`src/rtl/sdram_req_arbiter_if.sv`:
```
// Bundle of the three master request/response channels and the shared SDRAM
// command port. The arbiter takes the slave view; masters and the controller take the master view.
interface sdram_req_arbiter_if #(
  parameter int ADDR_W = 21
);
  logic              vga_req;
  logic [ADDR_W-1:0] vga_addr;
  logic              vga_gnt, vga_rvalid, vga_done;

  logic              ic_req;
  logic [ADDR_W-1:0] ic_addr;
  logic              ic_gnt, ic_rvalid, ic_done;

  logic              dc_req, dc_we;
  logic [ADDR_W-1:0] dc_addr;
  logic [7:0]        dc_len;
  logic [3:0]        dc_mask;
  logic              dc_gnt, dc_rvalid, dc_done;

  logic [31:0]       rsp_rdata;

  logic              mem_req, mem_we;
  logic [ADDR_W-1:0] mem_addr;
  logic [7:0]        mem_len;
  logic [3:0]        mem_mask;
  logic              mem_ack, mem_rvalid, mem_done;
  logic [31:0]       mem_rdata;

  modport slave (
    input  vga_req, vga_addr, ic_req, ic_addr,
           dc_req, dc_we, dc_addr, dc_len, dc_mask,
           mem_ack, mem_rvalid, mem_rdata, mem_done,
    output vga_gnt, vga_rvalid, vga_done,
           ic_gnt, ic_rvalid, ic_done,
           dc_gnt, dc_rvalid, dc_done, rsp_rdata,
           mem_req, mem_we, mem_addr, mem_len, mem_mask
  );

  modport master (
    output vga_req, vga_addr, ic_req, ic_addr,
           dc_req, dc_we, dc_addr, dc_len, dc_mask,
           mem_ack, mem_rvalid, mem_rdata, mem_done,
    input  vga_gnt, vga_rvalid, vga_done,
           ic_gnt, ic_rvalid, ic_done,
           dc_gnt, dc_rvalid, dc_done, rsp_rdata,
           mem_req, mem_we, mem_addr, mem_len, mem_mask
  );
endinterface

```
`src/rtl/sdram_req_arbiter.sv`:
```
// Three-way SDRAM request arbiter: VGA first with a bounded streak, then
// round-robin between icache and dcache; one burst in flight at a time.
module sdram_req_arbiter #(
  parameter int         ADDR_W        = 21,
  parameter logic [7:0] FIX_LEN       = 8'd15,
  parameter int         VGA_BURST_MAX = 4
) (
  input  logic               sdram_clk,
  input  logic               reset_n,
  sdram_req_arbiter_if.slave bus
);
  localparam int STREAK_W = ($clog2(VGA_BURST_MAX + 1) > 3) ? $clog2(VGA_BURST_MAX + 1) : 3;
  localparam logic [STREAK_W-1:0] STREAK_MAX = STREAK_W'(VGA_BURST_MAX);

  typedef enum logic [1:0] {IDLE, ISSUE, BUSY} state_e;

  typedef struct packed {
    logic              we;
    logic [ADDR_W-1:0] addr;
    logic [7:0]        len;
    logic [3:0]        mask;
  } cmd_t;

  state_e              state;
  cmd_t                cmd_q, win_cmd;
  // one-hot master vectors: bit 0 vga, bit 1 ic, bit 2 dc
  logic [2:0]          own_q, win_oh, gnt_q, rvalid_q, done_q;
  logic [STREAK_W-1:0] vga_streak;
  logic                last_is_dc;
  logic                mem_req_q;
  logic [31:0]         rdata_q;
  logic                cpu_pend, vga_blocked;

  always_comb begin
    cpu_pend    = bus.ic_req | bus.dc_req;
    vga_blocked = cpu_pend && (vga_streak == STREAK_MAX);
    win_oh      = 3'b000;
    if (bus.vga_req && !vga_blocked)   win_oh = 3'b001;
    else if (bus.ic_req && bus.dc_req) win_oh = last_is_dc ? 3'b010 : 3'b100;
    else if (bus.dc_req)               win_oh = 3'b100;
    else if (bus.ic_req)               win_oh = 3'b010;

    win_cmd = '{we: 1'b0, addr: bus.vga_addr, len: FIX_LEN, mask: 4'd0};
    if (win_oh[1]) win_cmd.addr = bus.ic_addr;
    if (win_oh[2]) win_cmd = '{we: bus.dc_we, addr: bus.dc_addr, len: bus.dc_len, mask: bus.dc_mask};
  end

  always_ff @(posedge sdram_clk or negedge reset_n) begin
    if (!reset_n) begin
      state      <= IDLE;
      cmd_q      <= '0;
      own_q      <= '0;
      gnt_q      <= '0;
      rvalid_q   <= '0;
      done_q     <= '0;
      vga_streak <= '0;
      last_is_dc <= 1'b0;
      mem_req_q  <= 1'b0;
      rdata_q    <= '0;
    end else begin
      gnt_q    <= '0;
      rvalid_q <= '0;
      done_q   <= '0;
      case (state)
        IDLE: if (|win_oh) begin
          state     <= ISSUE;
          own_q     <= win_oh;
          gnt_q     <= win_oh;
          cmd_q     <= win_cmd;
          mem_req_q <= 1'b1;
          if (win_oh[0]) begin
            // the streak only counts VGA wins that made a CPU master wait
            if (!cpu_pend)                    vga_streak <= '0;
            else if (vga_streak != STREAK_MAX) vga_streak <= vga_streak + 1'b1;
          end else begin
            vga_streak <= '0;
            last_is_dc <= win_oh[2];
          end
        end
        ISSUE: if (bus.mem_ack) begin
          mem_req_q <= 1'b0;
          if (bus.mem_done) begin
            done_q <= own_q;
            own_q  <= '0;
            state  <= IDLE;
          end else begin
            state  <= BUSY;
          end
        end
        BUSY: begin
          // a dcache write never returns data to its master
          if (bus.mem_rvalid && !(own_q[2] && cmd_q.we)) begin
            rdata_q  <= bus.mem_rdata;
            rvalid_q <= own_q;
          end
          if (bus.mem_done) begin
            done_q <= own_q;
            own_q  <= '0;
            state  <= IDLE;
          end
        end
        default: state <= IDLE;
      endcase
    end
  end

  assign bus.vga_gnt    = gnt_q[0];
  assign bus.ic_gnt     = gnt_q[1];
  assign bus.dc_gnt     = gnt_q[2];
  assign bus.vga_rvalid = rvalid_q[0];
  assign bus.ic_rvalid  = rvalid_q[1];
  assign bus.dc_rvalid  = rvalid_q[2];
  assign bus.vga_done   = done_q[0];
  assign bus.ic_done    = done_q[1];
  assign bus.dc_done    = done_q[2];
  assign bus.rsp_rdata  = rdata_q;
  assign bus.mem_req    = mem_req_q;
  assign bus.mem_we     = cmd_q.we;
  assign bus.mem_addr   = cmd_q.addr;
  assign bus.mem_len    = cmd_q.len;
  assign bus.mem_mask   = cmd_q.mask;
endmodule

```
`src/flat_wrapper.sv`:
```
// flat-port wrapper written by rule: the top's interface ports become plain ports
module sdram_req_arbiter_flat 
#(
  parameter int         ADDR_W        = 21,
  parameter logic [7:0] FIX_LEN       = 8'd15,
  parameter int         VGA_BURST_MAX = 4
)
  (sdram_clk, reset_n, bus_vga_req, bus_vga_addr, bus_ic_req, bus_ic_addr, bus_dc_req, bus_dc_we, bus_dc_addr, bus_dc_len, bus_dc_mask, bus_mem_ack, bus_mem_rvalid, bus_mem_rdata, bus_mem_done, bus_vga_gnt, bus_vga_rvalid, bus_vga_done, bus_ic_gnt, bus_ic_rvalid, bus_ic_done, bus_dc_gnt, bus_dc_rvalid, bus_dc_done, bus_rsp_rdata, bus_mem_req, bus_mem_we, bus_mem_addr, bus_mem_len, bus_mem_mask);
  sdram_req_arbiter_if #(.ADDR_W(ADDR_W)) bus_i ();
  input  logic sdram_clk;
  input  logic reset_n;
  input wire logic [$bits(bus_i.vga_req)-1:0] bus_vga_req;
  input wire logic [$bits(bus_i.vga_addr)-1:0] bus_vga_addr;
  input wire logic [$bits(bus_i.ic_req)-1:0] bus_ic_req;
  input wire logic [$bits(bus_i.ic_addr)-1:0] bus_ic_addr;
  input wire logic [$bits(bus_i.dc_req)-1:0] bus_dc_req;
  input wire logic [$bits(bus_i.dc_we)-1:0] bus_dc_we;
  input wire logic [$bits(bus_i.dc_addr)-1:0] bus_dc_addr;
  input wire logic [$bits(bus_i.dc_len)-1:0] bus_dc_len;
  input wire logic [$bits(bus_i.dc_mask)-1:0] bus_dc_mask;
  input wire logic [$bits(bus_i.mem_ack)-1:0] bus_mem_ack;
  input wire logic [$bits(bus_i.mem_rvalid)-1:0] bus_mem_rvalid;
  input wire logic [$bits(bus_i.mem_rdata)-1:0] bus_mem_rdata;
  input wire logic [$bits(bus_i.mem_done)-1:0] bus_mem_done;
  output wire logic [$bits(bus_i.vga_gnt)-1:0] bus_vga_gnt;
  output wire logic [$bits(bus_i.vga_rvalid)-1:0] bus_vga_rvalid;
  output wire logic [$bits(bus_i.vga_done)-1:0] bus_vga_done;
  output wire logic [$bits(bus_i.ic_gnt)-1:0] bus_ic_gnt;
  output wire logic [$bits(bus_i.ic_rvalid)-1:0] bus_ic_rvalid;
  output wire logic [$bits(bus_i.ic_done)-1:0] bus_ic_done;
  output wire logic [$bits(bus_i.dc_gnt)-1:0] bus_dc_gnt;
  output wire logic [$bits(bus_i.dc_rvalid)-1:0] bus_dc_rvalid;
  output wire logic [$bits(bus_i.dc_done)-1:0] bus_dc_done;
  output wire logic [$bits(bus_i.rsp_rdata)-1:0] bus_rsp_rdata;
  output wire logic [$bits(bus_i.mem_req)-1:0] bus_mem_req;
  output wire logic [$bits(bus_i.mem_we)-1:0] bus_mem_we;
  output wire logic [$bits(bus_i.mem_addr)-1:0] bus_mem_addr;
  output wire logic [$bits(bus_i.mem_len)-1:0] bus_mem_len;
  output wire logic [$bits(bus_i.mem_mask)-1:0] bus_mem_mask;
  assign bus_i.vga_req = bus_vga_req;
  assign bus_i.vga_addr = bus_vga_addr;
  assign bus_i.ic_req = bus_ic_req;
  assign bus_i.ic_addr = bus_ic_addr;
  assign bus_i.dc_req = bus_dc_req;
  assign bus_i.dc_we = bus_dc_we;
  assign bus_i.dc_addr = bus_dc_addr;
  assign bus_i.dc_len = bus_dc_len;
  assign bus_i.dc_mask = bus_dc_mask;
  assign bus_i.mem_ack = bus_mem_ack;
  assign bus_i.mem_rvalid = bus_mem_rvalid;
  assign bus_i.mem_rdata = bus_mem_rdata;
  assign bus_i.mem_done = bus_mem_done;
  assign bus_vga_gnt = bus_i.vga_gnt;
  assign bus_vga_rvalid = bus_i.vga_rvalid;
  assign bus_vga_done = bus_i.vga_done;
  assign bus_ic_gnt = bus_i.ic_gnt;
  assign bus_ic_rvalid = bus_i.ic_rvalid;
  assign bus_ic_done = bus_i.ic_done;
  assign bus_dc_gnt = bus_i.dc_gnt;
  assign bus_dc_rvalid = bus_i.dc_rvalid;
  assign bus_dc_done = bus_i.dc_done;
  assign bus_rsp_rdata = bus_i.rsp_rdata;
  assign bus_mem_req = bus_i.mem_req;
  assign bus_mem_we = bus_i.mem_we;
  assign bus_mem_addr = bus_i.mem_addr;
  assign bus_mem_len = bus_i.mem_len;
  assign bus_mem_mask = bus_i.mem_mask;
  sdram_req_arbiter #(.ADDR_W(ADDR_W), .FIX_LEN(FIX_LEN), .VGA_BURST_MAX(VGA_BURST_MAX)) u_core (.sdram_clk(sdram_clk), .reset_n(reset_n), .bus(bus_i));
endmodule
```
`config.mk`:
```
export PLATFORM = sky130hd
export DESIGN_NAME = sdram_req_arbiter_flat
export DESIGN_NICKNAME = d
export VERILOG_FILES = /design/src/rtl/sdram_req_arbiter_if.sv /design/src/rtl/sdram_req_arbiter.sv /design/src/flat_wrapper.sv
export SDC_FILE = /design/constraint.sdc
export NUM_CORES = 1
export LEC_CHECK = 0
export CORE_ASPECT_RATIO = 1.25
export CORE_MARGIN = 8
export CORE_UTILIZATION = 40
export CTS_CLUSTER_DIAMETER = 100
export DETAILED_ROUTE_END_ITERATION = 10
export PLACE_DENSITY = 0.87
export SLEW_MARGIN = 40
export SYNTH_ARGS = -nofsm -noshare
export SYNTH_HDL_FRONTEND = slang
export SYNTH_SLANG_ARGS = --single-unit
```
`constraint.sdc`:
```
create_clock -name sdram_clk -period 3.45 [get_ports sdram_clk]
set_input_delay 1.035 -clock sdram_clk [delete_from_list [all_inputs] [get_ports sdram_clk]]
set_output_delay 1.035 -clock sdram_clk [all_outputs]
set_load 0.02 [all_outputs]
```
==> impl_metrics.ini <==
[global_routing]
grt_pass1_wl_mm = 19.1
antenna_found_initial = 0
grt_use_total_pct = 17.9
grt_pass1_vias = 3661
grt_max_degree = 86
grt-ovfl-total = 0

[route]
wire_per_inst_um = 17.7
drcViolationCount = 0
routed_wl_mm = 11.8
drt_iter0_markers = 128
viasPerCell = 5.13
firstDrtPassIters = 4
vias = 3443
ant_nets = 0

[synth]
ys_async_sr_fraction_pct = 100
seq_area_frac_synth_pct = 54.3
muxShareOfSynthArea_pct = 10.3
synth_edf_count = 0
syn-num-nets = 477
synth_fa_ha_area_share_pct = 2.23
syn_area_sq_um = 3920
synth-main-ff-cell = dfrtp_1
synth_compound_area_share_pct = 17.1
syn_area_per_cell_sq_um = 11.1
synth-simple-area-share_pct = 12.3
yosysWarnings = 0
synth_xor_area_share_pct = 0
syn_inst = 354
yosys_register_bits = 85
synth_top_family_by_area = compound AO/OA/AOI/OAI gates
synth_cell_type_count = 35

[timing]
fmax_mhz = 374
finalSetupTns_ns = 0
slew_headroom_pct = 56.4
period_share_pct = 77.6
finalSetupViolCount = 0
worst_slew_pin_slew_ns = 0.653
clock_skew_ns = 0.00416
slew_viol_final = 0
hold_slack_ns = 0.485
period_needed_ns = 2.68
hold_violations = 0
rsz0062_at_grt = no

[power]
p_switching_w = 0.00186
comb_power_share_pct = 48.3
clkPwrFrac_pct = 18.1
p_leak_nw = 2.61
powerDensity_nw_per_um2 = 786
p_seq_share_pct = 33.6
switching_share_pct = 37.9
peakVddDrop_mv = 0.309
p_int_w = 0.00305

[worst_setup_path]
critPathLaunch = bus_vga_req
worstSetupPathType = in -> reg
cp_data_arrival_time_ns = 2.89
startpoint_type = input pin
worstSetupEndpoint = u_core.bus.mem_addr[7]
r2r-end = u_core.bus.mem_addr[7]
regToRegStartpoint = u_core.vga_streak[0]
reg2reg_depth = 7
worst-path-max-fanout = 21
required_ns = 3.66
r2r_slack_ns = 1.35
setup.worst_path.end_class = register

[finish]
final_cell_mix = clkdlybuf4s50_1, dfrtp_1, nand2_1
syn2layout_area_growth_pct = 59.1
insertedDiodeCount = 0
drive_gt1_share_pct = 9.36
layout_commonest_cell = clkdlybuf4s50_1
fillerInstances = 747
final_nets = 663

[cts]
postCtsResizedCells = 0
clock_latency_ns = 0.34
numCtsBuffers = 9
root_buffer = clkbuf_16
cts.htree.levels = 3
tritoncts = yes
clk_pin_slew_ns = 0.06
cts.sinks = 85
ctsHoldBuffers = 0
cts_setup_buffers = 0
clk_path_buf_depth = 2

[floorplanning]
io_pins = 192
die_y_um = 127
core_area_sq_um = 9560
rows = 40
start_util_pct = 41.0
dieArea_sq_um = 13200
die_w_um = 105

[hold_path]
min_path_type = reg -> reg

[placed_design]
gp_congestion = 0.787
dp_hpwl_mm = 9.15
port_buffers = 191

[job]
drv_cap = 0

[status]
status = finished, final reports clean
[routing by layer]
| metal | GRT usage [%] | share of wire (%) | up-vias |
|---|---|---|---|
| met5 | 0 | 0 | - |
| met4 | 5.55 | 1.4 | 0 |
| met3 | 7.29 | 9.0 | 13 |
| met2 | 30.9 | 50 | 169 |
| met1 | 19.6 | 39 | 1641 |
| li1 | - | - | 1620 |
[how the worst min path moves through the flow]
stage | end | slack (ns) | depth (start not counted) | from
finish | u_core.bus.mem_addr[9] | 0.48 | 2 | u_core.bus.mem_addr[9]
global route | u_core.bus.rsp_rdata[17] | 0.50 | 1 | u_core.bus.rsp_rdata[17]
CTS | u_core.bus.mem_addr[9] | 0.49 | 2 | u_core.bus.mem_addr[9]
detailed placement | u_core.bus.mem_addr[9] | 0.47 | 2 | u_core.bus.mem_addr[9]
global placement | u_core.bus.rsp_rdata[26] | 0.47 | 1 | u_core.bus.rsp_rdata[26]
floorplan | u_core.done_q[0] | 0.46 | 1 | u_core.own_q[0]
[layout make-up]
cell class	instances	area, sq um	area share (%)
repair buffers	199	1990	31.9
well taps	126	158	2.53
clock buffers	9	225	3.61
multi-input cells	238	1660	26.6
flip-flops and latches	85	2130	34.1
inverters	7	26.3	0.421
clock inverters	7	50.0	0.803
[flip-flops by register name (all words and copies together), names as in the netlist, 3 cells and up]
register	count
u_core.own_q	3
u_core.done_q	3
u_core.vga_streak	3
u_core.bus.mem_len	8
u_core.gnt_q	3
u_core.bus.rsp_rdata	32
u_core.rvalid_q	3
u_core.bus.mem_mask	4
u_core.bus.mem_addr	21
[worst max-delay path, cell delays in order]
cell             delay (ns)
clkdlybuf4s50_1        0.47
a21boi_2               0.19
or3b_1                 0.44
buf_4                  0.27
a211oi_1               0.35
o21ai_1                0.12
[synthesized netlist by cell type, drive strengths merged, types with 2 or more instances]
library cell,count,area share (%)
dfrtp,85,54
nand2,54,5.2
o21ai,46,5.9
mux2,36,10
nor3,22,2.8
a211oi,21,6.3
buf,13,2.0
clkbuf,11,1.1
a22o,10,2.2
nor2,9,0.86
and2,7,1.1
ha,7,2.2
inv,7,0.67
o22a,4,0.89
a21oi,3,0.48
nand2b,3,0.48
nor2b,3,0.48
a21boi,2,0.48
nor3b,2,0.38
[cells by family (layout without fill, tap and decap cells)]
group / count (synthesis) / count (layout)
AND/OR/NAND/NOR: 105 / 105
AO/OA/AOI/OAI: 90 / 90
flip-flops: 85 / 85
multiplexers: 36 / 36
buffers and inverters: 31 / 222
adder cells (fa/ha/maj): 7 / 7
[power groups by stage]
stage,Combinational [W],Sequential (W),Clock (W)
6_report,0.00237,0.00165,0.000887
3_5_place_dp,0.00239,0.00166,0
5_1_grt,0.00254,0.00171,0.000946
3_3_place_gp,0.00232,0.00164,0
2_1_floorplan,0.000767,0.00209,0
4_1_cts,0.00241,0.00165,0.000908
[through the flow]
step / cells / total power, W / area [sq um] / setup slack, ns / utilization (%)
floorplan: 354 / 0.00286 / 3920 / 1.17 / -
finish: 671 / 0.00490 / 6230 / 0.774 / 65.2
detailed placement: 655 / 0.00406 / 5960 / 0.415 / 62.3
CTS: 671 / 0.00497 / 6230 / 0.777 / 65.2
global route: 671 / 0.00520 / 6230 / 0.692 / 65.2
global placement: 655 / 0.00396 / 5950 / 0.458 / 62.3
Note: power is estimated with default switching activity, not from simulation.
